==> src/rtl/tournament_bp.sv <==
// Tournament branch-direction predictor: gshare + two-level local, arbitrated by a 2-bit chooser.
// Latency: prediction is combinational from f_pc; history shift, training and repair land on the next clk edge.
// Backpressure: none; every cycle accepts a fetch lookup, a D-stage history shift and one M-stage resolution.
module tournament_bp #(
    parameter  int GPHT_IDX_W = 8,
    parameter  int GHR_W      = 8,
    parameter  int LHT_IDX_W  = 4,
    parameter  int LHR_W      = 6,
    parameter  int CPHT_IDX_W = 8,
    localparam int META_W     = GHR_W + 3
) (
    input  logic              clk,
    input  logic              rst,
    input  logic [1:0]        mode,
    input  logic [31:0]       f_pc,
    output logic              f_pred_taken,
    output logic [META_W-1:0] f_meta,
    input  logic              d_branch,
    input  logic              d_pred_taken,
    input  logic              r_valid,
    input  logic [31:0]       r_pc,
    input  logic              r_taken,
    input  logic [META_W-1:0] r_meta,
    output logic              mispredict
);

    localparam int GPHT_N = 1 << GPHT_IDX_W;
    localparam int LHT_N  = 1 << LHT_IDX_W;
    localparam int LPHT_N = 1 << LHR_W;
    localparam int CPHT_N = 1 << CPHT_IDX_W;

    // Bit positions of the prediction flags inside the metadata word;
    // the GHR snapshot occupies everything above them.
    localparam int META_FINAL  = 0;
    localparam int META_LOCAL  = 1;
    localparam int META_GLOBAL = 2;

    typedef logic [1:0] ctr_t;

    // Weakly not-taken: one taken outcome is enough to flip the prediction.
    localparam ctr_t CTR_INIT = 2'b01;

    localparam logic [1:0] MODE_TOURNAMENT = 2'b00;
    localparam logic [1:0] MODE_GLOBAL     = 2'b01;
    localparam logic [1:0] MODE_LOCAL      = 2'b10;

    // Elaboration-time guard on parameter combinations the indexing relies on.
    if (GHR_W > GPHT_IDX_W || GHR_W < 2) begin : g_bad_ghr_w
        $error("tournament_bp: GHR_W must be in [2, GPHT_IDX_W]");
    end

    // Saturating 2-bit counter step toward the given direction.
    function automatic ctr_t ctr_train(input ctr_t c, input logic up);
        ctr_t n;
        n = c;
        if (up && (c != 2'b11)) begin
            n = c + 2'd1;
        end else if (!up && (c != 2'b00)) begin
            n = c - 2'd1;
        end
        return n;
    endfunction

    // ------------------------------------------------------------------
    // State
    // ------------------------------------------------------------------
    ctr_t             gpht_q [GPHT_N];
    ctr_t             lpht_q [LPHT_N];
    ctr_t             cpht_q [CPHT_N];
    logic [LHR_W-1:0] lht_q  [LHT_N];
    logic [GHR_W-1:0] ghr_q;
    logic [GHR_W-1:0] ghr_d;

    // ------------------------------------------------------------------
    // Fetch-side lookup
    // ------------------------------------------------------------------
    logic [GPHT_IDX_W-1:0] f_g_idx;
    logic [LHT_IDX_W-1:0]  f_l_idx;
    logic [LHR_W-1:0]      f_lhist;
    logic [CPHT_IDX_W-1:0] f_c_idx;
    logic                  f_gpred;
    logic                  f_lpred;
    logic                  f_cpick_local;
    logic                  f_final;

    assign f_g_idx       = f_pc[GPHT_IDX_W+1:2] ^ GPHT_IDX_W'(ghr_q);
    assign f_l_idx       = f_pc[LHT_IDX_W+1:2];
    assign f_lhist       = lht_q[f_l_idx];
    assign f_c_idx       = f_pc[CPHT_IDX_W+1:2];
    assign f_gpred       = gpht_q[f_g_idx][1];
    assign f_lpred       = lpht_q[f_lhist][1];
    assign f_cpick_local = cpht_q[f_c_idx][1];

    // Final direction chosen by the operating mode; 11 forces static not-taken.
    always_comb begin
        f_final = 1'b0;
        case (mode)
            MODE_TOURNAMENT: f_final = f_cpick_local ? f_lpred : f_gpred;
            MODE_GLOBAL:     f_final = f_gpred;
            MODE_LOCAL:      f_final = f_lpred;
            default:         f_final = 1'b0;
        endcase
    end

    // Outputs are held quiet while reset is asserted.
    assign f_pred_taken = ~rst & f_final;
    assign f_meta       = rst ? '0 : {ghr_q, f_gpred, f_lpred, f_final};

    // ------------------------------------------------------------------
    // Resolution-side recompute (from the carried snapshot, not live GHR)
    // ------------------------------------------------------------------
    logic [GHR_W-1:0]      r_ghr_snap;
    logic                  r_gpred;
    logic                  r_lpred;
    logic                  r_fpred;
    logic [GPHT_IDX_W-1:0] r_g_idx;
    logic [LHT_IDX_W-1:0]  r_l_idx;
    logic [LHR_W-1:0]      r_lhist;
    logic [CPHT_IDX_W-1:0] r_c_idx;
    logic                  r_mispredict;

    assign r_ghr_snap = r_meta[META_W-1:3];
    assign r_gpred    = r_meta[META_GLOBAL];
    assign r_lpred    = r_meta[META_LOCAL];
    assign r_fpred    = r_meta[META_FINAL];

    assign r_g_idx = r_pc[GPHT_IDX_W+1:2] ^ GPHT_IDX_W'(r_ghr_snap);
    assign r_l_idx = r_pc[LHT_IDX_W+1:2];
    // Local PHT is trained at the history this branch sees before its own outcome is shifted in.
    assign r_lhist = lht_q[r_l_idx];
    assign r_c_idx = r_pc[CPHT_IDX_W+1:2];

    assign r_mispredict = r_valid & (r_taken != r_fpred);
    assign mispredict   = ~rst & r_mispredict;

    // Upper PC bits and the low byte-offset bits do not take part in any index.
    logic unused_pc_bits;
    assign unused_pc_bits = ^{f_pc, r_pc};

    // ------------------------------------------------------------------
    // Next-state values for the single entry each table writes per cycle
    // ------------------------------------------------------------------
    ctr_t             gpht_d;
    ctr_t             lpht_d;
    ctr_t             cpht_d;
    logic             cpht_we;
    logic [LHR_W-1:0] lht_d;

    // Both direction tables train toward the actual outcome on every resolve.
    always_comb begin
        gpht_d = ctr_train(gpht_q[r_g_idx], r_taken);
        lpht_d = ctr_train(lpht_q[r_lhist], r_taken);
        lht_d  = {r_lhist[LHR_W-2:0], r_taken};
    end

    // Chooser only learns when the two components disagreed; up means "trust local".
    always_comb begin
        cpht_we = 1'b0;
        cpht_d  = cpht_q[r_c_idx];
        if (r_valid && (r_gpred != r_lpred)) begin
            cpht_we = 1'b1;
            cpht_d  = ctr_train(cpht_q[r_c_idx], r_lpred == r_taken);
        end
    end

    // GHR: repair from the snapshot on a mispredict, which also discards the
    // wrong-path D-stage shift; otherwise speculatively shift in D's prediction.
    always_comb begin
        ghr_d = ghr_q;
        if (r_mispredict) begin
            ghr_d = {r_ghr_snap[GHR_W-2:0], r_taken};
        end else if (d_branch) begin
            ghr_d = {ghr_q[GHR_W-2:0], d_pred_taken};
        end
    end

    // ------------------------------------------------------------------
    // Sequential state; every read above sees the pre-edge contents
    // ------------------------------------------------------------------

    // Global history register.
    always_ff @(posedge clk) begin
        if (rst) begin
            ghr_q <= '0;
        end else begin
            ghr_q <= ghr_d;
        end
    end

    // Global (gshare) pattern history table.
    always_ff @(posedge clk) begin
        if (rst) begin
            for (int i = 0; i < GPHT_N; i++) begin
                gpht_q[i] <= CTR_INIT;
            end
        end else if (r_valid) begin
            gpht_q[r_g_idx] <= gpht_d;
        end
    end

    // Local pattern history table, indexed by per-branch history.
    always_ff @(posedge clk) begin
        if (rst) begin
            for (int i = 0; i < LPHT_N; i++) begin
                lpht_q[i] <= CTR_INIT;
            end
        end else if (r_valid) begin
            lpht_q[r_lhist] <= lpht_d;
        end
    end

    // Local history table: non-speculative, updated only with resolved outcomes.
    always_ff @(posedge clk) begin
        if (rst) begin
            for (int i = 0; i < LHT_N; i++) begin
                lht_q[i] <= '0;
            end
        end else if (r_valid) begin
            lht_q[r_l_idx] <= lht_d;
        end
    end

    // Chooser table.
    always_ff @(posedge clk) begin
        if (rst) begin
            for (int i = 0; i < CPHT_N; i++) begin
                cpht_q[i] <= CTR_INIT;
            end
        end else if (cpht_we) begin
            cpht_q[r_c_idx] <= cpht_d;
        end
    end

endmodule

==> config.mk <==
export PLATFORM = sky130hd
export DESIGN_NAME = tournament_bp
export DESIGN_NICKNAME = d
export VERILOG_FILES = /design/src/rtl/tournament_bp.sv
export SDC_FILE = /design/constraint.sdc
export NUM_CORES = 2
export LEC_CHECK = 0
export CORE_MARGIN = 2
export CORE_UTILIZATION = 45
export DETAILED_ROUTE_END_ITERATION = 8
export HOLD_SLACK_MARGIN = 0.08
export SYNTH_ARGS = -nofsm -noshare
export SYNTH_HDL_FRONTEND = slang
export SYNTH_SLANG_ARGS = --single-unit
==> constraint.sdc <==
create_clock -name clk -period 12 [get_ports clk]
set_clock_uncertainty 0.2 [all_clocks]
set_input_delay 2.4 -clock clk [delete_from_list [all_inputs] [get_ports clk]]
set_output_delay 2.4 -clock clk [all_outputs]
set_load 0.005 [all_outputs]
# Word-level counts from Yosys, hierarchy flattened
# Memories as Yosys holds them, arrays and structs flattened.
# Index checks and enable logic that the tools add are counted.
[word_totals]
register_bits = 8
latchBits = 0
ramBits = 1248
romBits = 0
in_bits = 83
out_inout_bits = 13
elab_cells = 76
mem_count = 4
[mem_list]
columns = ["memory", "words", "width", "read_ports", "rd_ports_with_merged_regs", "write_ports", "line", "source"]
rows = [
  ["cpht_q", 256, 2, 2, 0, 256, "69", "ctr_t cpht_q [CPHT_N];"],
  ["gpht_q", 256, 2, 2, 0, 256, "67", "ctr_t gpht_q [GPHT_N];"],
  ["lpht_q", 64, 2, 2, 0, 64, "68", "ctr_t lpht_q [LPHT_N];"],
  ["lht_q", 16, 6, 2, 0, 16, "70", "logic [LHR_W-1:0] lht_q [LHT_N];"],
]
[classes]
add_sub_neg = 6
multipliers = 0
n_div = 0
magnitude_cmp = 0
n_eq_ne = 8
n_shift = 0
muxes = 33
bitwise = 6
n_reduce_logical = 18
[op_table]
columns = ["cell", "count"]
rows = [
  ["8-bit two-way mux", 4],
  ["2-bit two-way mux", 10],
  ["8-bit bitwise XOR", 2],
  ["1-bit two-way mux", 14],
  ["6-bit two-way mux", 2],
  ["11-bit two-way mux", 1],
  ["2-bit nonzero test", 4],
  ["1-bit logical AND", 7],
  ["2-bit by 1-bit adder with 2-bit output, second input constant", 3],
  ["2-bit != test, second input constant", 3],
  ["2-bit OR reduction", 3],
  ["6-bit OR reduction", 1],
  ["2-bit by 1-bit subtractor with 2-bit output, second input constant", 3],
  ["4-bit two-way mux", 1],
  ["1-bit AND", 3],
  ["1-bit case mux with 3 select lines", 1],
  ["2-bit by 1-bit equality test with 1-bit output, second input constant", 1],
  ["2-bit equality test, second input constant", 1],
  ["1-bit zero test", 2],
  ["2-bit zero test", 1],
  ["1-bit != test", 2],
  ["1-bit equality test", 1],
  ["1-bit NOT", 1],
]

# Logic depth before layout (Yosys ltp)
[logic_depth]
ltp_word = 8
ltp_mapped = 20
depth_no_buf = 14

# Worst setup path before layout
# Ideal clock, no wire load.
[synth_timing]
kind = "input to output"
startpoint = "in f_pc[2]"
endpoint = "out f_meta[0]"
t_arrival_ns = 6.129
t_required_ns = 9.400
slack_ns = 3.271
stages = 11
path_buffers = 4
cell_sequence = "buf_2 xor2_1 buf_2 buf_2 mux4_2 mux4_2 mux4_2 mux2i_1 o21ai_0 a22o_1 buf_4"
[synth_via]
elab_chain_cells = 5
[synth_lines]
columns = ["item", "line", "source"]
rows = [
  ["start, declared", "15", "input logic [31:0] f_pc,"],
  ["memory 16 x 6 bit / 8-bit bitwise XOR (equally long branches)", "--", ""],
  ["memory 64 x 2 bit / memory 256 x 2 bit (equally long branches)", "--", ""],
  ["1-bit two-way mux", "98", "MODE_TOURNAMENT: f_final = f_cpick_local ? f_lpred : f_gpred;"],
  ["1-bit case mux with 3 select lines (*)", "97", "case (mode)"],
  ["11-bit two-way mux (*)", "107", "assign f_meta = rst ? '0 : {ghr_q, f_gpred, f_lpred, f_final};"],
  ["end, declared", "17", "output logic [META_W-1:0] f_meta,"],
]
# Mark *: on every way between the ends. The rest lies on a longest branch, timed or not.

# Final worst setup path
[layout_timing]
startpoint = "in f_pc[2]"
endpoint = "out f_pred_taken"
[layout_via]
elab_chain_cells = 5
[layout_lines]
columns = ["item", "line", "source"]
rows = [
  ["memory 16 x 6 bit / 8-bit bitwise XOR (equally long branches)", "--", ""],
  ["memory 64 x 2 bit / memory 256 x 2 bit (equally long branches)", "--", ""],
  ["1-bit two-way mux", "98", ""],
  ["1-bit case mux with 3 select lines (*)", "97", ""],
  ["1-bit AND (*)", "106", "assign f_pred_taken = ~rst & f_final;"],
  ["end, declared", "16", "output logic f_pred_taken,"],
]
# Marked as above.

==> run_results.csv <==
group,metric,value,unit
status,outcome,"complete, but fails checks",
status,violations,"capacitance limit",
route,antenna_left,0,
synth,async_reset_ff_share,0,%
global_route,busiest_layer,"met2",
global_route,use_met3,5.69,%
synth,synth_area_per_cell,13.0,um^2
floorplanning,rows,143,
global_route,track_usage,25.7,%
cells_and_area,antenna_cells,0,
timing,worst_slew_pin_slew,1.48,ns
timing,finalHoldViolations,0,
timing,finalSetupViolCount,0,
timing,timing.setup.tns,0,ns
route,wl_per_cell,28.4,um
clock_network,clock_sinks,1256,
critical_path,timing.rr.end,"lpht_q[19][0]$_SDFFCE_PN1P_",
worst_hold_path,min_to,"ghr_q[6]$_SDFFE_PP0P_",
critical_path,cp_max_fo,64,
route,via_per_inst,6.53,
critical_path,cp-start-kind,"primary input",
power_and_ir_drop,switchingPower,3.12,mW
floorplanning,initial_core_util,45.1,%
global_route,grt_overflow,0,
timing,fin_hold_ws,0.391,ns
critical_path,timing.rr.start,"lht_q[1][0]$_SDFFCE_PN0P_",
synth,synthesis.area,68300,um^2
worst_hold_path,holdPathStages,2,
route,firstDrtPassIters,6,
clock_network,postCtsSetupBuffers,0,
route,routed_wl,201000,um
power_and_ir_drop,ir_worst_vdd,0.000126,V
power_and_ir_drop,internal_power,7.98,mW
global_route,grt_start_max_net_pins,193,
job,drv_cap,1,
timing,fin_crit,9.72,ns
global_route,use_met1,36.9,%
global_route,antenna_found_initial,1,
power_and_ir_drop,power.density,148,nW/um^2
floorplanning,die_area,155000,um^2
synth,synth_seq_cells,1256,
cells_and_area,num-nets-final,5023,
timing,drv_slew,0,
power_and_ir_drop,pwr-share-comb,16.0,%
synth,ys_warn_count,0,
clock_network,cts_made_buffers,144,
power_and_ir_drop,power.share.switching,28.1,%
critical_path,critical_path_arrival,7.12,ns
clock_network,insertion_delay,0.80,ns
synth,syn-num-nets,5343,
worst_hold_path,hp-class,"flop to flop",
critical_path,end_kind,"output pin",
power_and_ir_drop,p_leak,22.5,nW
clock_network,postCtsHoldBufs,0,
placement,dpl.hpwl,117000,um
route,vias,46240,
global_route,use_met2,39.2,%
global_route,grt_pass1_wl,298000,um
clock_network,htreeDepth,4,
placement,place_congestion,0.847,
critical_path,setup.worst_path.class,"primary input to output pin",
worst_hold_path,worstHoldStart,"ghr_q[6]$_SDFFE_PP0P_",
floorplanning,fp.dieH,394,um
global_route,grt_pass1_vias,45315,
cells_and_area,drive_above_1_share,21.2,%
floorplanning,core,151000,um^2
synth,synth_cells,5254,
synth,synth_edf_count,1248,
synth,ys_seq_area_share,55.1,%
timing,rsz0062_at_grt,"no",
critical_path,critPathRequiredTime,9.40,ns
floorplanning,die_w,394,um
route,remaining_drc_errors,0,
critical_path,regToRegSetupSlack,5.40,ns
timing,slew_headroom,0.390,%
clock_network,clockBufferDepth,3,
synth,synth_ff_type,"edfxtp_1",
synth,yosysUniqueCellTypes,72,
clock_network,cts_tree,"yes",
placement,port_buffers,47,
power_and_ir_drop,clock_power_share,39.4,%
clock_network,clk_pin_slew,0.06,ns
clock_network,cts_root_buf,"clkbuf_16",
critical_path,reg2regPathDepth,15,
clock_network,cts_resized,0,
floorplanning,io_pins,96,
power_and_ir_drop,p_seq_share,44.6,%
timing,fin_crit_sh,81.0,%
route,dr.first_iter.drc_count,5998,
cells_and_area,area_growth,9.54,%
timing,timing.fmax,0.103,GHz
==> layout by cell type, fill, tap and decap left out, drive strengths merged, types with 6 or more instances in the layout <==
cell type      instances
nand4                 85
o21ai                 62
clkbuf               178
a22oi                  9
edfxtp              1248
a21o                 173
or2                   61
clkinv                57
o21bai               104
nor2b                 17
ha                     6
a31oi                  6
o211ai                 8
a21oi                 27
nand3                458
buf                  144
dfxtp                  8
clkdlybuf4s50         37
and3                  18
xor2                  13
nor2                 479
mux2i                 66
mux4                 557
nor4                 155
inv                   32
a22o                  12
mux2                  11
a211oi                12
a32oi                  7
nor3                 220
and2                  12
nand2                373
xnor2                 12
bufinv                12
o22ai                  6
nand2b               302
or3                    9
==> per-stage QoR <==
step | power [mW] | util [%] | instances | instance area, um^2 | setup slack (ns)
final | 11.1 | 49.5 | 7081 | 74900 | 2.28
after global routing | 11.4 | 49.5 | 7081 | 74900 | 2.12
after CTS | 11.1 | 49.5 | 7081 | 74900 | 2.29
after detailed placement | 6.81 | 46.4 | 6818 | 70300 | 2.30
after global placement | 6.79 | 46.4 | 6818 | 70300 | 2.33
after floorplan | 6.26 | - | 5254 | 68300 | 3.27
==> Yosys cell counts, drive strengths merged (5+ instances only) <==
library cell | number | share of area [%]
edfxtp | 1248 | 55
mux4 | 557 | 18
nor2 | 479 | 2.6
nand3 | 458 | 3.4
clkbuf | 435 | 2.4
nand2 | 373 | 2.0
nand2b | 302 | 2.8
nor3 | 220 | 1.6
buf | 213 | 1.7
a21o | 173 | 1.9
nor4 | 155 | 1.4
o21bai | 104 | 1.1
nand4 | 85 | 0.79
mux2i | 66 | 0.98
o21ai | 62 | 0.45
or2 | 61 | 0.56
a21oi | 27 | 0.20
and3 | 18 | 0.16
inv | 17 | 0.093
nor2b | 17 | 0.16
xor2 | 13 | 0.19
a211oi | 12 | 0.14
a22o | 12 | 0.15
and2 | 12 | 0.11
xnor2 | 12 | 0.15
mux2 | 11 | 0.18
a22oi | 9 | 0.099
or3 | 9 | 0.082
dfxtp | 8 | 0.23
o211ai | 8 | 0.088
a32oi | 7 | 0.10
a31oi | 6 | 0.055
ha | 6 | 0.11
o22ai | 6 | 0.055
nor3b | 5 | 0.055
or4 | 5 | 0.055
==> flip-flops by register name (all words and copies together), names as in the netlist <==
name    flops
cpht_q    512
gpht_q    512
lpht_q    128
lht_q      96
ghr_q       8
==> worst max-delay path: stages <==
cell and delay (ns):
buf_6 0.36, xor2_4 0.20, buf_12 0.48, mux4_2 0.59
mux4_2 0.55, mux4_2 0.50, mux2i_1 0.39, o21ai_0 0.47
buf_4 0.32, a22o_1 0.22, clkdlybuf4s50_1 0.45
==> layout make-up <==
type | instances | area, um^2
Fill cell | 13009 | 76500
Tap cell | 2030 | 2540
Clock buffer | 177 | 3800
Clock inverter | 86 | 791
Multi-Input combinational cell | 3332 | 28400
Inverter | 18 | 67.6
Timing Repair Buffer | 182 | 1630
Sequential cell | 1256 | 37600
==> worst max path at each step <==
| stage | start | end | slack [ns] |
|---|---|---|---|
| after floorplan | f_pc[2] | f_meta[0] | 3.27 |
| after global placement | f_pc[2] | f_meta[0] | 2.33 |
| after detailed placement | f_pc[2] | f_pred_taken | 2.30 |
| after CTS | f_pc[2] | f_pred_taken | 2.29 |
| after global routing | f_pc[2] | f_pred_taken | 2.12 |
| final | f_pc[2] | f_pred_taken | 2.28 |
==> cells by family after synthesis <==
family,synth area share [%]
DFF,55.1
muxes,19.5
adders and majority gates,0.110
AOI/OAI and AO/OA,4.85
and+or+nand+nor,15.9
buffers and inverters,4.18
xor gates and xnor gates,0.348
==> power groups by stage <==
stage                     combinational [mW]  clock, mW  sequential, mW
final                                   1.78       4.37            4.95
after global routing                    1.87       4.59            4.96
after CTS                               1.77       4.42            4.95
after detailed placement                1.77          0            5.04
after global placement                  1.76          0            5.04
after floorplan                         1.24          0            5.02
==> metal layers <==
| metal | vias up | wire length, um |
|---|---|---|
| met3 | 341 | 21900 |
| met4 | 0 | 5780 |
| met5 | - | 0 |
| li1 | 19662 | - |
| met2 | 2352 | 92900 |
| met1 | 23885 | 80600 |
(Power assumes the default switching activity.)
